--- src/rtl/timer_pkg.sv ---
// Shared types and constants for the BCD countdown timer and its control FSM.
package timer_pkg;

  typedef enum logic [1:0] {
    ST_IDLE  = 2'd0,
    ST_RUN   = 2'd1,
    ST_PAUSE = 2'd2,
    ST_DONE  = 2'd3
  } state_t;

  typedef logic [3:0] bcd_t;

  localparam bcd_t BCD_MAX       = 4'd9;
  localparam bcd_t SEC_TENS_ROLL = 4'd5;

endpackage

--- src/rtl/bcd_time_dec.sv ---
// Combinational one-second decrement of an MM:SS BCD value with borrow.
// Seconds above 59 are decremented literally; borrows reload seconds to 59.
module bcd_time_dec
  import timer_pkg::*;
(
  input  bcd_t min_tens,
  input  bcd_t min_ones,
  input  bcd_t sec_tens,
  input  bcd_t sec_ones,
  output bcd_t nxt_min_tens,
  output bcd_t nxt_min_ones,
  output bcd_t nxt_sec_tens,
  output bcd_t nxt_sec_ones,
  output logic nxt_zero
);

  always_comb begin
    nxt_min_tens = min_tens;
    nxt_min_ones = min_ones;
    nxt_sec_tens = sec_tens;
    nxt_sec_ones = sec_ones;
    if (sec_ones != 4'd0) begin
      nxt_sec_ones = sec_ones - 4'd1;
    end else if (sec_tens != 4'd0) begin
      nxt_sec_tens = sec_tens - 4'd1;
      nxt_sec_ones = BCD_MAX;
    end else if (min_ones != 4'd0) begin
      nxt_min_ones = min_ones - 4'd1;
      nxt_sec_tens = SEC_TENS_ROLL;
      nxt_sec_ones = BCD_MAX;
    end else begin
      nxt_min_tens = min_tens - 4'd1;
      nxt_min_ones = BCD_MAX;
      nxt_sec_tens = SEC_TENS_ROLL;
      nxt_sec_ones = BCD_MAX;
    end
  end

  assign nxt_zero = (nxt_min_tens == 4'd0) && (nxt_min_ones == 4'd0) &&
                    (nxt_sec_tens == 4'd0) && (nxt_sec_ones == 4'd0);

endmodule

--- src/rtl/timer_bcd_countdown.sv ---
// MM:SS BCD countdown timer: keypad digit entry, one-second prescaler and
// IDLE/RUN/PAUSE/DONE control with registered status outputs.
module timer_bcd_countdown
  import timer_pkg::*;
#(
  parameter int CLK_PER_SEC = 50_000_000
) (
  input  logic       clk,
  input  logic       clear,
  input  logic       arm,
  input  logic       load,
  input  logic [3:0] data_in,
  input  logic       start,
  input  logic       stop,
  output bcd_t       min_tens,
  output bcd_t       min_ones,
  output bcd_t       sec_tens,
  output bcd_t       sec_ones,
  output logic       running,
  output logic       done
);

  localparam int PW = (CLK_PER_SEC > 2) ? $clog2(CLK_PER_SEC) : 1;
  localparam logic [PW-1:0] PRESC_LAST = PW'(CLK_PER_SEC - 1);

  state_t        state;
  logic [PW-1:0] presc;

  bcd_t dec_min_tens, dec_min_ones, dec_sec_tens, dec_sec_ones;
  logic dec_zero;
  logic digit_ok;
  logic value_zero;

  bcd_time_dec u_dec (
    .min_tens     (min_tens),
    .min_ones     (min_ones),
    .sec_tens     (sec_tens),
    .sec_ones     (sec_ones),
    .nxt_min_tens (dec_min_tens),
    .nxt_min_ones (dec_min_ones),
    .nxt_sec_tens (dec_sec_tens),
    .nxt_sec_ones (dec_sec_ones),
    .nxt_zero     (dec_zero)
  );

  assign digit_ok   = (data_in <= BCD_MAX);
  assign value_zero = (min_tens == 4'd0) && (min_ones == 4'd0) &&
                      (sec_tens == 4'd0) && (sec_ones == 4'd0);

  always_ff @(posedge clk or posedge clear) begin
    if (clear) begin
      state    <= ST_IDLE;
      presc    <= '0;
      min_tens <= 4'd0;
      min_ones <= 4'd0;
      sec_tens <= 4'd0;
      sec_ones <= 4'd0;
      running  <= 1'b0;
      done     <= 1'b0;
    end else begin
      case (state)
        ST_IDLE: begin
          // A load pulse in the same cycle masks start
          if (load) begin
            if (digit_ok) begin
              min_tens <= min_ones;
              min_ones <= sec_tens;
              sec_tens <= sec_ones;
              sec_ones <= data_in;
            end
          end else if (start && !stop && arm && !value_zero) begin
            state   <= ST_RUN;
            presc   <= '0;
            running <= 1'b1;
          end
        end

        ST_RUN: begin
          if (stop) begin
            state   <= ST_PAUSE;
            running <= 1'b0;
          end else if (presc == PRESC_LAST) begin
            presc    <= '0;
            min_tens <= dec_min_tens;
            min_ones <= dec_min_ones;
            sec_tens <= dec_sec_tens;
            sec_ones <= dec_sec_ones;
            if (dec_zero) begin
              state   <= ST_DONE;
              running <= 1'b0;
              done    <= 1'b1;
            end
          end else begin
            presc <= presc + 1'b1;
          end
        end

        ST_PAUSE: begin
          // Prescaler is left untouched so a resume keeps the sub-second phase
          if (stop) begin
            state    <= ST_IDLE;
            min_tens <= 4'd0;
            min_ones <= 4'd0;
            sec_tens <= 4'd0;
            sec_ones <= 4'd0;
          end else if (load) begin
            if (digit_ok) begin
              min_tens <= min_ones;
              min_ones <= sec_tens;
              sec_tens <= sec_ones;
              sec_ones <= data_in;
            end
          end else if (start && arm && !value_zero) begin
            state   <= ST_RUN;
            running <= 1'b1;
          end
        end

        ST_DONE: begin
          if (stop || load) begin
            state    <= ST_IDLE;
            done     <= 1'b0;
            min_tens <= 4'd0;
            min_ones <= 4'd0;
            sec_tens <= 4'd0;
            sec_ones <= (load && digit_ok) ? data_in : 4'd0;
          end
        end

        default: begin
          state   <= ST_IDLE;
          running <= 1'b0;
          done    <= 1'b0;
        end
      endcase
    end
  end

endmodule
--- config.mk ---
export PLATFORM = sky130hd
export DESIGN_NAME = timer_bcd_countdown
export DESIGN_NICKNAME = d
export VERILOG_FILES = /design/src/rtl/timer_pkg.sv /design/src/rtl/bcd_time_dec.sv /design/src/rtl/timer_bcd_countdown.sv
export SDC_FILE = /design/constraint.sdc
export NUM_CORES = 1
export LEC_CHECK = 0
export CAP_MARGIN = 20
export CORE_ASPECT_RATIO = 0.5
export CORE_MARGIN = 2
export CORE_UTILIZATION = 55
export DETAILED_ROUTE_END_ITERATION = 10
export DONT_BUFFER_PORTS = 1
export GPL_ROUTABILITY_DRIVEN = 0
export MAX_ROUTING_LAYER = met4
export PLACE_DENSITY = 0.74
export SYNTH_ARGS = -nofsm -noshare
export SYNTH_HDL_FRONTEND = slang
export SYNTH_SLANG_ARGS = --single-unit
--- constraint.sdc ---
create_clock -name clk -period 2.3 [get_ports clk]
set_clock_uncertainty 0.1 [all_clocks]
set_input_delay 0.575 -clock clk [delete_from_list [all_inputs] [get_ports clk]]
set_output_delay 0.575 -clock clk [all_outputs]
set_load 0.01 [all_outputs]
== Word level (Yosys, flattened, before mapping) ==
Cells that the tools add are included.

* Bits in registers: 46
* Latch bits: 0
* Memory bits (writable): 0
* ROM bits: 0
* Input port bits: 10
* Word-level logic and storage cells: 131
* Memories kept: 0

* Add/sub/neg operators: 5
* $mul: 0
* Divide/modulo/power cells: 0
* $lt $le $gt $ge: 1
* Eq/ne operators: 17
* Shift operators: 0
* Mux-type cells: 65
* Bitwise gates (word level): 0
* Reductions and logical operators: 35

{| class="wikitable"
|+ Operators with widths
! operator !! number
|-
| 4-bit 2-to-1 mux || 32
|-
| 26-bit 2-to-1 mux || 4
|-
| 4-bit one-hot mux with 4 select lines || 4
|-
| 26-bit one-hot mux with 2 select lines || 1
|-
| 4-bit logical NOT || 8
|-
| 26-bit by 1-bit adder with 26-bit output, second input constant || 1
|-
| 26-bit == test, second input constant || 1
|-
| 2-bit 2-to-1 mux || 9
|-
| 2-bit != test, second input constant || 9
|-
| 4-bit by 1-bit subtractor with 4-bit output, second input constant || 4
|-
| 1-bit logical AND || 12
|-
| 1-bit 2-to-1 mux || 12
|-
| 3-bit != test, second input constant || 4
|-
| 4-bit nonzero test || 3
|-
| 2-bit one-hot mux with 4 select lines || 1
|-
| 8-bit AND reduction || 1
|-
| 7-bit AND reduction || 1
|-
| 5-bit AND reduction || 1
|-
| 2-bit == test, second input constant || 2
|-
| 4-bit less-or-equal comparator, second input constant || 1
|-
| 4-bit AND reduction || 1
|-
| 2-bit nonzero test || 2
|-
| 1-bit one-hot mux with 3 select lines || 1
|-
| 3-bit AND reduction || 1
|-
| other kinds (6) || 7
|}

== Depth between registers and ports, before layout ==
* Depth in word-level cells: 12
* Depth in mapped cells: 8
* Depth with buffers taken out: 7

== By module ==
From an unflattened synthesis, not the netlist that was laid out.

* Cells, all modules: 336
* Area, all modules: 2975.4 um2

{| class="wikitable"
|+ By module, submodules not included
! module !! times used !! cells each !! area each (um2) !! sequential area each (um2)
|-
| timer_bcd_countdown || 1 || 280 || 2606.2 || 1151.1
|-
| bcd_time_dec || 1 || 56 || 369.1 || 0.0
|}

== Worst setup path after synthesis ==
OpenSTA, ideal clock, no wires.

* Path kind: input to register
* From: input port load
* To: register presc[25]
* Library setup time: 0.078 ns
* Data arrival time: 1.928 ns
* Required time: 2.122 ns
* Setup slack: 0.195 ns
* Stages on the path: 6
* Cells stage by stage: clkbuf_1 > and3b_1 > o21a_1 > o211ai_1 > or4_1 > a21oi_1

* Longest elaborated chain between the ends: 2

{| class="wikitable"
|+ RTL lines
! what !! line !! RTL
|-
| from (decl) || timer_bcd_countdown.sv:11 || <nowiki>input logic load,</nowiki>
|-
| 2-bit != test (no line) || -- ||
|-
| 4-bit AND reduction (no line) || -- ||
|-
| to (signal assigned) || timer_bcd_countdown.sv:94 || <nowiki>presc <= presc + 1'b1;</nowiki>
|-
| to (decl) || timer_bcd_countdown.sv:27 || <nowiki>logic [PW-1:0] presc;</nowiki>
|}

Every way passes these cells.
A chain may end at the register's enable or synchronous reset.

== Worst setup path after layout ==
* From: register presc[18]
* To: register min_tens[0]

* Longest elaborated chain between the ends: 3

{| class="wikitable"
|+ RTL lines
! what !! line !! RTL
|-
| 26-bit == test || timer_bcd_countdown.sv:82 || <nowiki>end else if (presc == PRESC_LAST) begin</nowiki>
|-
| 2-bit != test (no line) || -- ||
|-
| 3-bit AND reduction (no line) || -- ||
|-
| to (signal assigned) || timer_bcd_countdown.sv:66 || <nowiki>min_tens <= min_ones;</nowiki>
|-
| to (signal assigned) || timer_bcd_countdown.sv:84 || <nowiki>min_tens <= dec_min_tens;</nowiki>
|-
| to (signal assigned) || timer_bcd_countdown.sv:108 || <nowiki>min_tens <= min_ones;</nowiki>
|-
| to (decl) || timer_bcd_countdown.sv:15 || <nowiki>output bcd_t min_tens,</nowiki>
|}

Every way passes these cells.

==> key figures <==
Outcome
  • Status: finished clean

Clock tree
  • CTS clk-pin slew, worst paths: 0.10 ns
  • Htree depth: 2
  • Root buf cell: clkbuf_8
  • CTS tree: yes
  • Clk_lat worst skew: 0.31 ns
  • CTS Buf Count: 5
  • Max Buffers Root-to-Sink: 2
  • CTS sink count: 46

Routing
  • DRT iter0 DRCs: 333
  • Antenna violation net count after detailed routing: 0
  • DRC: 0
  • First-pass detailed-route iteration total: 5
  • Vias/cell: 6.671
  • Vias: 2,942
  • Routed WL per cell: 17.89 um
  • Post-Route WL: 7.891 mm

Pwr
  • VDD IR-drop max: 0.5796 mV
  • Total Power: 0.002623 W
  • Static Leakage: 1.466 nW
  • Power per cell area: 775.6 mW/mm^2

Placement
  • Dpl cells: 429
  • PortBufs: 0
  • Place WS: 0.03573 ns
  • DP HPWL: 5.477 mm

STA
  • Fin worst setup slack: 0.08342 ns
  • Fin. max-slew vios: 0
  • Worst Max-Slew Pin Slew: 0.6042 ns
  • Hold_ws: 0.1805 ns
  • RSZ-0062 raised after global routing: false
  • Fmax: 451.1 MHz
  • Setup violators final: 0
  • Post-route clock period utilization: 0.9637
  • Final Critical Period: 2.217 ns
  • Fin. Hold Viols: 0
  • Setup TNS Final: 0 ns
  • Max_slew headroom: 0.5972

Worst setup path
  • FF-to-FF End: min_tens[0]
  • RR Startpoint: presc[18]
  • Levels on crit path: 5
  • CP Cell Sequence: nor4bb_1 -> and4_1 -> a31oi_1 -> a21o_1 -> a211o_1
  • Max FO, Critical Path: 11
  • CP required: 2.39 ns
  • Worst path bufs/invs: 0
  • Critical Path Start Type: flop
  • CP max-delay cell: nor4bb_1
  • FF-to-FF path depth: 5
  • Critical Path End: min_tens[0]
  • Crit path from: presc[18]
  • Critical path's top delay family: compound AO/OA/AOI/OAI gates
  • Crit end category: flop
  • CP max stage delay: 0.44 ns
  • Crit path DAT: 2.31 ns
  • Setup CP Type: flop to flop
  • Flop-to-flop setup slack: 0.08 ns

Synthesis
  • Syn_area_per_cell: 8.553 um^2
  • Largest family of logic cells by synthesized area: simple AND/OR/NAND/NOR gates
  • Post-Synthesis Cells: 353
  • Top cells by area, synth: dfrtp_1, a21oi_1, o21ai_0
  • Synth Warn #: 0
  • Compound-cell area share of the yosys netlist: 0.2528
  • Multiplexer share of the synthesized area: 0.01699
  • Yosys reg bits: 46
  • Post-synthesis xor/xnor area fraction: 0.002901
  • Area fraction of the dominant cell type after synthesis: 0.3813
  • Mapped Area: 0.003019 mm^2
  • Synth Area in Simple Gates: 0.2739
  • Syn_nets: 366
  • Post-Synth Adder-Cell Area: 0.01243
  • Yosys cell types: 60
  • Synth area leader: dfrtp_1
  • Async S/R FF share, synth: 1.000
  • Number of synthesized flops with an enable pin: 0
  • Most used DFF post-synth: dfrtp_1
  • Register area share after synthesis: 0.3813

Floorplan
  • Die Y-Extent: 56.39 um
  • Initial core utilization: 0.5906
  • Die X-Extent: 108.8 um
  • FP Rows: 18
  • I/O pins: 28
  • Die ar.: 0.006134 mm^2
  • Core area: 0.005112 mm^2

Layout
  • Ant diodes: 0
  • Final nets: 383
  • Layout Cells excl Fill: 441
  • Share of cells above drive strength 1: 0.1698
  • Layout area overhead: 12.02%
  • Most frequent cells in the layout: dfrtp_1, buf_4, a21oi_1, o21ai_0, nand2_1
  • Most common cell after layout, fill and taps aside: dfrtp_1
  • Fillers: 393

GRT
  • Vias in the first global route: 2,773
  • Total track usage: 0.2826
  • Total gr overflow: 0
  • Pin count of the biggest net entering global routing: 47
  • Antenna violations before repair: 0
  • First-pass GRT wire length: 13.38 mm

Flow run
  • Maxcap violations: 0

Worst hold path
  • Worst hold path class: primary input to asynchronous set/reset pin
-- power breakdown --
part / leakage, nW / switching (W) / internal, W
clock: 0.0472 / 0.000294 / 0.000242
sequential: 0.622 / 0.000221 / 0.000941
combinational: 0.796 / 0.000531 / 0.000394
-- what timing repair did --
item | 4_1_cts | 5_1_grt
setup buffers | 0 | 4
resized for setup | 0 | 5
hold buffers | 0 | 0
setup endpoints to repair | 0 | 16
-- area by class of cell --
type | count | area, um^2 | area share
multi-input combinational | 264 | 1712 | 0.5061
sequential | 46 | 1152 | 0.3407
timing repair buffer | 33 | 260.3 | 0.07695
tap | 70 | 87.58 | 0.02590
clock buffer | 6 | 82.58 | 0.02442
inverter | 20 | 75.07 | 0.02220
clock inverter | 2 | 12.51 | 0.003700
-- registers in the layout, summed over array words and instances, names as in the netlist --
| register | count |
|---|---|
| presc | 26 |
| min_ones | 4 |
| min_tens | 4 |
| sec_ones | 4 |
| sec_tens | 4 |
| state | 2 |
| done | 1 |
| running | 1 |
-- routing by layer --
metal  wire length, um  GRT usage  part of all wire  vias up
met1              3601     0.3751              0.46     1440
met4                52    0.08242            0.0066        0
met3               488    0.05575             0.062       11
met5                 0          -                 0        -
met2              3748     0.4411              0.47      116
li1                  -          -                 -     1375
-- cells by family after synthesis --
logic type	Yosys count
and+or+nand+nor	138
DFF	46
adders and majority gates	3
buffers and inverters	43
muxes	5
xor gates and xnor gates	1
AOI/OAI and AO/OA	117
-- synth_stat cells, drive strengths merged, types with 4 or more instances --
master,count
a21o,10
a21oi,29
and3,9
and4,4
buf,14
clkbuf,9
dfrtp,46
inv,20
mux2i,4
nand2,27
nand3,17
nand4,12
nor2,19
nor3,11
nor4,11
o211ai,4
o21a,4
o21ai,30
o22ai,5
o2bb2ai,6
or3,5
or4,12
-- stage by stage --
step           utilization  cell area [um^2]
3_3_place_gp        0.6322              3232
5_1_grt             0.6615              3382
4_1_cts             0.6508              3327
6_report            0.6615              3382
2_1_floorplan            -              3019
3_5_place_dp        0.6322              3232
-- worst min-delay path by stage --
stage	from	end	slack (ns)
2_1_floorplan	presc[19]	presc[19]	0.38
3_3_place_gp	presc[19]	presc[19]	0.40
3_5_place_dp	presc[19]	presc[19]	0.42
4_1_cts	clear	presc[6]	0.22
5_1_grt	stop	state[0]	0.20
6_report	clear	presc[6]	0.18
Note: power is estimated with default switching activity, not from simulation.
